`config.mk`:
```
export PLATFORM = sky130hd
export DESIGN_NAME = fetch_unit_flat
export DESIGN_NICKNAME = d
export VERILOG_FILES = /design/src/rtl/fetch_unit_if.sv /design/src/rtl/fetch_unit.sv /design/src/flat_wrapper.sv
export SDC_FILE = /design/constraint.sdc
export NUM_CORES = 1
export LEC_CHECK = 0
export ABC_AREA = 1
export CAP_MARGIN = 20
export CORE_AREA = 2 2 54 56
export CTS_BUF_LIST = sky130_fd_sc_hd__clkbuf_2
export CTS_CLUSTER_DIAMETER = 60
export DETAILED_ROUTE_END_ITERATION = 16
export DIE_AREA = 0 0 56 58
export PLACE_DENSITY = 0.79
export SETUP_SLACK_MARGIN = 0.4
export SLEW_MARGIN = 5
export SYNTH_ARGS = -nofsm -noshare
export SYNTH_HDL_FRONTEND = slang
export SYNTH_SLANG_ARGS = --single-unit
```
`constraint.sdc`:
```
create_clock -name clk -period 1.55 [get_ports clk]
set_clock_uncertainty 0.15 [all_clocks]
set_input_delay 0.31 -clock clk [delete_from_list [all_inputs] [get_ports clk]]
set_output_delay 0.31 -clock clk [all_outputs]
set_load 0.01 [all_outputs]
```
`src/rtl/fetch_unit_if.sv`:
```
// Fetch-stage bus: control strobes, instruction-memory req/ack handshake and IR/PC outputs.
// The fetch unit is the master; control and instruction memory sit on the slave side.
interface fetch_unit_if #(
    parameter int ADDR_W = 5,
    parameter int OPC_W  = 3
);
    logic                     memIns_en;
    logic                     pc_en;
    logic                     pc_load;
    logic                     halt;
    logic                     imem_req;
    logic [ADDR_W-1:0]        imem_addr;
    logic                     imem_ack;
    logic [OPC_W+ADDR_W-1:0]  imem_rdata;
    logic [OPC_W-1:0]         opcode;
    logic [ADDR_W-1:0]        operand;
    logic [ADDR_W-1:0]        pc;
    logic                     ir_valid;
    logic                     fetch_err;

    modport master (
        input  memIns_en, pc_en, pc_load, halt, imem_ack, imem_rdata,
        output imem_req, imem_addr, opcode, operand, pc, ir_valid, fetch_err
    );

    modport slave (
        output memIns_en, pc_en, pc_load, halt, imem_ack, imem_rdata,
        input  imem_req, imem_addr, opcode, operand, pc, ir_valid, fetch_err
    );
endinterface

```
`src/rtl/fetch_unit.sv`:
```
// Instruction fetch: owns PC/IR, issues one req/ack fetch at a time; IR updates on the ack edge.
// Memory may stall indefinitely up to TIMEOUT cycles, then the request is aborted and fetch_err sticks.
module fetch_unit #(
    parameter int ADDR_W  = 5,
    parameter int OPC_W   = 3,
    parameter int TIMEOUT = 15
) (
    input  logic          clk,
    input  logic          rst,
    fetch_unit_if.master  bus
);
    localparam int IW    = OPC_W + ADDR_W;
    localparam int CNT_W = (TIMEOUT > 1) ? $clog2(TIMEOUT) : 1;
    localparam logic [CNT_W-1:0] CNT_MAX = CNT_W'(TIMEOUT - 1);

    typedef enum logic {S_IDLE, S_REQ} state_t;

    state_t             r_state, w_state_nxt;
    logic [ADDR_W-1:0]  r_pc, w_pc_nxt;
    logic [ADDR_W-1:0]  r_addr, w_addr_nxt;
    logic [IW-1:0]      r_ir, w_ir_nxt;
    logic [CNT_W-1:0]   r_cnt, w_cnt_nxt;
    logic               r_req, w_req_nxt;
    logic               r_ir_valid, w_ir_valid_nxt;
    logic               r_err, w_err_nxt;
    logic               w_timeout_hit;

    assign w_timeout_hit = (TIMEOUT != 0) && (r_cnt == CNT_MAX);

    // PC runs independently of the FSM; the outstanding address is held in r_addr.
    always_comb begin
        w_pc_nxt = r_pc;
        if (!bus.halt) begin
            if (bus.pc_load) begin
                w_pc_nxt = r_ir[ADDR_W-1:0];
            end else if (bus.pc_en) begin
                w_pc_nxt = r_pc + ADDR_W'(1);
            end
        end
    end

    always_comb begin
        w_state_nxt    = r_state;
        w_addr_nxt     = r_addr;
        w_ir_nxt       = r_ir;
        w_cnt_nxt      = r_cnt;
        w_req_nxt      = r_req;
        w_ir_valid_nxt = 1'b0;
        w_err_nxt      = r_err;
        case (r_state)
            S_IDLE: begin
                w_req_nxt = 1'b0;
                if (bus.memIns_en && !bus.halt) begin
                    w_state_nxt = S_REQ;
                    w_req_nxt   = 1'b1;
                    w_addr_nxt  = r_pc;
                    w_cnt_nxt   = '0;
                end
            end
            S_REQ: begin
                if (bus.imem_ack) begin
                    w_ir_nxt       = bus.imem_rdata;
                    w_req_nxt      = 1'b0;
                    w_ir_valid_nxt = 1'b1;
                    w_state_nxt    = S_IDLE;
                end else if (w_timeout_hit) begin
                    w_req_nxt   = 1'b0;
                    w_err_nxt   = 1'b1;
                    w_state_nxt = S_IDLE;
                end else begin
                    w_cnt_nxt = r_cnt + CNT_W'(1);
                end
            end
            default: begin
                w_state_nxt = S_IDLE;
                w_req_nxt   = 1'b0;
            end
        endcase
    end

    always_ff @(posedge clk or posedge rst) begin
        if (rst) begin
            r_state    <= S_IDLE;
            r_pc       <= '0;
            r_addr     <= '0;
            r_ir       <= '0;
            r_cnt      <= '0;
            r_req      <= 1'b0;
            r_ir_valid <= 1'b0;
            r_err      <= 1'b0;
        end else begin
            r_state    <= w_state_nxt;
            r_pc       <= w_pc_nxt;
            r_addr     <= w_addr_nxt;
            r_ir       <= w_ir_nxt;
            r_cnt      <= w_cnt_nxt;
            r_req      <= w_req_nxt;
            r_ir_valid <= w_ir_valid_nxt;
            r_err      <= w_err_nxt;
        end
    end

    assign bus.imem_req  = r_req;
    assign bus.imem_addr = r_addr;
    assign bus.opcode    = r_ir[IW-1:ADDR_W];
    assign bus.operand   = r_ir[ADDR_W-1:0];
    assign bus.pc        = r_pc;
    assign bus.ir_valid  = r_ir_valid;
    assign bus.fetch_err = r_err;
endmodule

```
`src/flat_wrapper.sv`:
```
// flat-port wrapper written by rule: the top's interface ports become plain ports
module fetch_unit_flat 
#(
    parameter int ADDR_W  = 5,
    parameter int OPC_W   = 3,
    parameter int TIMEOUT = 15
)
  (clk, rst, bus_memIns_en, bus_pc_en, bus_pc_load, bus_halt, bus_imem_ack, bus_imem_rdata, bus_imem_req, bus_imem_addr, bus_opcode, bus_operand, bus_pc, bus_ir_valid, bus_fetch_err);
  fetch_unit_if #(.ADDR_W(ADDR_W), .OPC_W(OPC_W)) bus_i ();
  input  logic clk;
  input  logic rst;
  input wire logic [$bits(bus_i.memIns_en)-1:0] bus_memIns_en;
  input wire logic [$bits(bus_i.pc_en)-1:0] bus_pc_en;
  input wire logic [$bits(bus_i.pc_load)-1:0] bus_pc_load;
  input wire logic [$bits(bus_i.halt)-1:0] bus_halt;
  input wire logic [$bits(bus_i.imem_ack)-1:0] bus_imem_ack;
  input wire logic [$bits(bus_i.imem_rdata)-1:0] bus_imem_rdata;
  output wire logic [$bits(bus_i.imem_req)-1:0] bus_imem_req;
  output wire logic [$bits(bus_i.imem_addr)-1:0] bus_imem_addr;
  output wire logic [$bits(bus_i.opcode)-1:0] bus_opcode;
  output wire logic [$bits(bus_i.operand)-1:0] bus_operand;
  output wire logic [$bits(bus_i.pc)-1:0] bus_pc;
  output wire logic [$bits(bus_i.ir_valid)-1:0] bus_ir_valid;
  output wire logic [$bits(bus_i.fetch_err)-1:0] bus_fetch_err;
  assign bus_i.memIns_en = bus_memIns_en;
  assign bus_i.pc_en = bus_pc_en;
  assign bus_i.pc_load = bus_pc_load;
  assign bus_i.halt = bus_halt;
  assign bus_i.imem_ack = bus_imem_ack;
  assign bus_i.imem_rdata = bus_imem_rdata;
  assign bus_imem_req = bus_i.imem_req;
  assign bus_imem_addr = bus_i.imem_addr;
  assign bus_opcode = bus_i.opcode;
  assign bus_operand = bus_i.operand;
  assign bus_pc = bus_i.pc;
  assign bus_ir_valid = bus_i.ir_valid;
  assign bus_fetch_err = bus_i.fetch_err;
  fetch_unit #(.ADDR_W(ADDR_W), .OPC_W(OPC_W), .TIMEOUT(TIMEOUT)) u_core (.clk(clk), .rst(rst), .bus(bus_i));
endmodule
```
* Yosys cells after proc, flatten, opt, wreduce, memory -nomap -nowiden *
Cells that the tools add are included.

word-level totals
  register bits after elaboration = 26

cells by class
  add/subtract/negate cells = 2
  eq/ne operators = 5
  multiplexer cells = 15
  bitwise operators = 3
  reduce and logical (&&, ||, !) cells = 8

operators with widths
  operator               count
  $mux W4                3
  $mux W5                2
  $pmux W4 S2            1
  $mux W1                7
  $reduce_and A2 Y1      3
  $reduce_and A3 Y1      2
  $add A5 B1 Y5 const B  1
  $add A4 B1 Y4 const B  1
  $eq A4 B4 Y1 const B   1
  $ne A2 B2 Y1 const B   2
  $pmux W1 S2            2
  $ne A3 B3 Y1 const B   1
  $not A1 Y1             3
  $ne A2 B1 Y1 const B   1
  $reduce_bool A2 Y1     1
  $logic_and A1 B1 Y1    1
  $logic_not A1 Y1       1

* Depth between registers and ports, before layout *
  word-level depth = 4
  mapped depth = 8
  depth with buffers taken out = 8

* Least setup slack after synthesis *
OpenSTA, ideal clock, no wires.

  path type = register to register
  start point = register u_core.r_pc[0] (netlist: u_core.bus.pc[0])
  end point = register u_core.r_pc[1] (netlist: u_core.bus.pc[1])
  library setup time = 127 ps
  arrival time = 1164 ps
  data required time = 1273 ps
  path slack = 109 ps
  cell stages (with the launch flop) = 5
  path buffers = 0
  clock period less this slack = 1441 ps
  cell sequence = dfrtp_1 -> ha_1 -> or2_2 -> o211ai_1 -> o21ai_1

on the way
  longest elaborated chain between the ends = 3

ends and longest elaborated chain
  what                    line              text
  start, declared         fetch_unit.sv:19  logic [ADDR_W-1:0] r_pc, w_pc_nxt;
  start signal, assigned  fetch_unit.sv:93  r_pc <= w_pc_nxt;
  $add A5 B1 Y5           fetch_unit.sv:37  w_pc_nxt = r_pc + ADDR_W'(1);
  $mux W5                 fetch_unit.sv:36  end else if (bus.pc_en) begin
  $mux W5                 fetch_unit.sv:34  if (bus.pc_load) begin

No other way between the ends. The select of a mux whose other input is x is not followed.
A chain may end at the register's enable or synchronous reset.

* Worst setup path in the final report *
  start point = register u_core.r_pc[1] (netlist: u_core.bus.pc[1])
  end point = register u_core.r_pc[1] (netlist: u_core.bus.pc[1])

The elaborated chain is that of the path after synthesis.

==> results_dict.tcl <==
set metrics [dict create \
    ir_drop_uv 1040 \
    finalSetupViolations 0 \
    vias 1241 \
    worst_r2r_endpoint "u_core.bus.pc[1]" \
    p_sw_share_pct 36.3 \
    rows 19 \
    crit_type "register to register" \
    p_leak_nw 1.11 \
    routed_wl_mm 3.64 \
    netlist_area_sq_mm 0.00126 \
    met3_usage_pct 2.23 \
    grt_overflow 0 \
    ys_types 25 \
    path_cells "buf_6 -> ha_4 -> or2_4 -> o211ai_1 -> o21ai_1" \
    grt_use_met2_pct 39.5 \
    dieArea_sq_mm 0.00325 \
    endpoint_kind "register" \
    antenna_left 0 \
    rsz0062_at_grt "yes" \
    worstHoldPathType "input port to async pin" \
    drt_pass1_iterations 4 \
    synth-seq-area-share_pct 51.8 \
    htreeDepth 1 \
    clockRootBuffer "clkbuf_2" \
    drt_iter0_drc 29 \
    slowest_stage "dfrtp_1" \
    drv_slew 0 \
    cts_sinks 26 \
    fin_nets 242 \
    finalHoldViolCount 0 \
    layout-drive-gt1-share_pct 54.7 \
    synthCells 144 \
    portBuffers 35 \
    instances_no_fill 254 \
    grtUsageMet1_pct 25.1 \
    io_pins 36 \
    clkPwrFrac_pct 11.7 \
    fin_tns_setup_ns 0 \
    clk_pin_slew_ns 0.26 \
    busiest_layer "met2" \
    tightest_slew_ns 0.475 \
    r2r_start "u_core.bus.pc[1]" \
    crit_arrival_ns 1.57 \
    p_switching_uw 813 \
    timing.fmax_mhz 696 \
    first_global_vias 1246 \
    cts_inserted_buffers 3 \
    r2r_slack_ns 0.11 \
    antenna_cells 0 \
    crit_fanout 2 \
    syn_nets 162 \
    grt_max_degree 27 \
    syn_avg_cell_area_sq_um 8.72 \
    period_minus_slack_ns 1.44 \
    route.detailed.wl_per_inst_um 14.3 \
    drc 0 \
    viasPerCell 4.89 \
    power.internal_mw 1.43 \
    core_sq_mm 0.00266 \
    grt_pass1_wl_mm 5.39 \
    fill_cells 155 \
    clk_latency_ns 0.36 \
    synth_warnings 0 \
    cts_tree "built" \
    combPwrFrac_pct 48.2 \
    die_w_um 56 \
    start_util_pct 47.2 \
    cp.required_ns 1.68 \
    clk_path_buf_depth 2 \
    max-slew-margin-rel_pct 68.3 \
    timing.final.crit_share_pct 92.6 \
    pwr-share-seq_pct 40.1 \
    status "completed" \
    startpoint_type "register" \
    grt.total_usage_pct 21.6 \
    place_hpwl_mm 2.11 \
    antenna_found_initial 0 \
    rr_worst_depth 5 \
    critPathLaunch "u_core.bus.pc[1]" \
    place_congestion 0.825 \
    powerDensity_mw_per_mm2 1040 \
    post-place-cells 216 \
    cpPeakStageDelay_ns 0.46 \
    area_growth_pct 71.4 \
    max_cap_viol_count 0 \
    die_h_um 58 \
    ys_seq_elements 26 \
]
==> how the worst max path moves through the flow <==
stage | end | cells after the start
detailed placement | u_core.bus.pc[2] | 5
finish | u_core.bus.pc[1] | 5
global route | bus_pc[4] | 1
CTS | u_core.bus.pc[1] | 5
global placement | u_core.r_cnt[2] | 7
floorplan | u_core.bus.pc[1] | 4
==> layer usage <==
metal  vias to the layer above  part of all wire [%]
met4                         0                  0.74
met3                         2                   3.6
met1                       587                    41
li1                        616                     -
met2                        36                    55
met5                         -                     0
==> cell type report <==
type                            count  area [sq um]  share of cell area [%]
Inverter                           16          75.1                    3.49
Timing Repair inverter              1          8.76                   0.407
Tap cell                           31          38.8                    1.80
Multi-Input combinational cell    101           721                    33.5
Clock inverter                      1          3.75                   0.174
Sequential cell                    26           654                    30.4
Clock buffer                        3          15.0                   0.697
Timing Repair Buffer               75           637                    29.6
==> power groups by stage <==
stage	registers [mW]	logic (mW)	clock network [mW]
2_1_floorplan	0.982	0.280	0
3_3_place_gp	0.931	0.692	0
3_5_place_dp	0.938	0.717	0
4_1_cts	0.895	0.911	0.267
5_1_grt	0.912	1.16	0.298
6_report	0.899	1.08	0.263
==> logic make-up after synthesis <==
family	count (synthesis)	share of synthesized area [%]
buffers and inverters	17	5.98
AO/OA/AOI/OAI	13	6.77
XOR/XNOR	1	0.697
adder cells (fa/ha/maj)	3	2.99
flip-flops	26	51.8
AND/OR/NAND/NOR	84	31.8
==> placed cells by master, fill, tap and decap left out, types with 5 or more instances in the layout <==
master	count
o21ai_2	6
dfrtp_1	23
buf_4	29
nand2_2	12
buf_2	20
inv_1	8
nand2_1	36
o21ai_1	5
buf_6	8
nand3_2	7
clkdlybuf4s50_1	12
nand2_4	9
nor2_1	9
==> repair_timing <==
action | in CTS | in global routing
pin swaps | 14 | 16
gates resized for setup | 113 | 31
setup endpoints to repair | 46 | 46
hold buffers | 0 | 0
gates cloned | 2 | 0
setup buffers | 23 | 9
==> synth_stat cells (all sizes together) <==
master	count	share of area, %
xor2	1	0.70
o211ai	1	0.60
nand2	58	19
o21ai	11	5.6
o31ai	1	0.60
inv	15	4.7
dfrtp	26	52
clkinv	1	0.40
ha	3	3.0
nor2	13	6.2
nand3	10	5.4
or2	1	0.50
nand4	2	1.0
buf	1	0.90
==> sequential cells by signal, indices dropped and copies added (netlist names) <==
signal                flops
u_core.bus.fetch_err      1
u_core.bus.imem_addr      5
u_core.bus.imem_req       1
u_core.bus.ir_valid       1
u_core.bus.pc             5
u_core.r_cnt              4
u_core.r_ir               8
u_core.r_state            1
==> critical path, delay by kind of cell, from the launching register on <==
kind	cells	cell delay, ns
buffers and inverters	1	0.13
AOI/OAI and AO/OA	2	0.19
DFF	1	0.46
adders and majority gates	1	0.22
and+or+nand+nor	1	0.21
==> per-stage QoR <==
stage	setup WS, ns	area (sq um)	power, mW	hold slack, ns	utilization (%)
floorplan	0.195	1300	1.26	0.200	-
global placement	-0.0273	1770	1.62	0.297	66.3
detailed placement	-0.105	1770	1.66	0.313	66.3
CTS	0.120	1980	2.07	0.0948	74.2
global route	0.0759	2150	2.36	0.0749	80.9
finish	0.114	2150	2.24	0.0815	80.9
No activity file was read; power rests on OpenSTA's default activity.
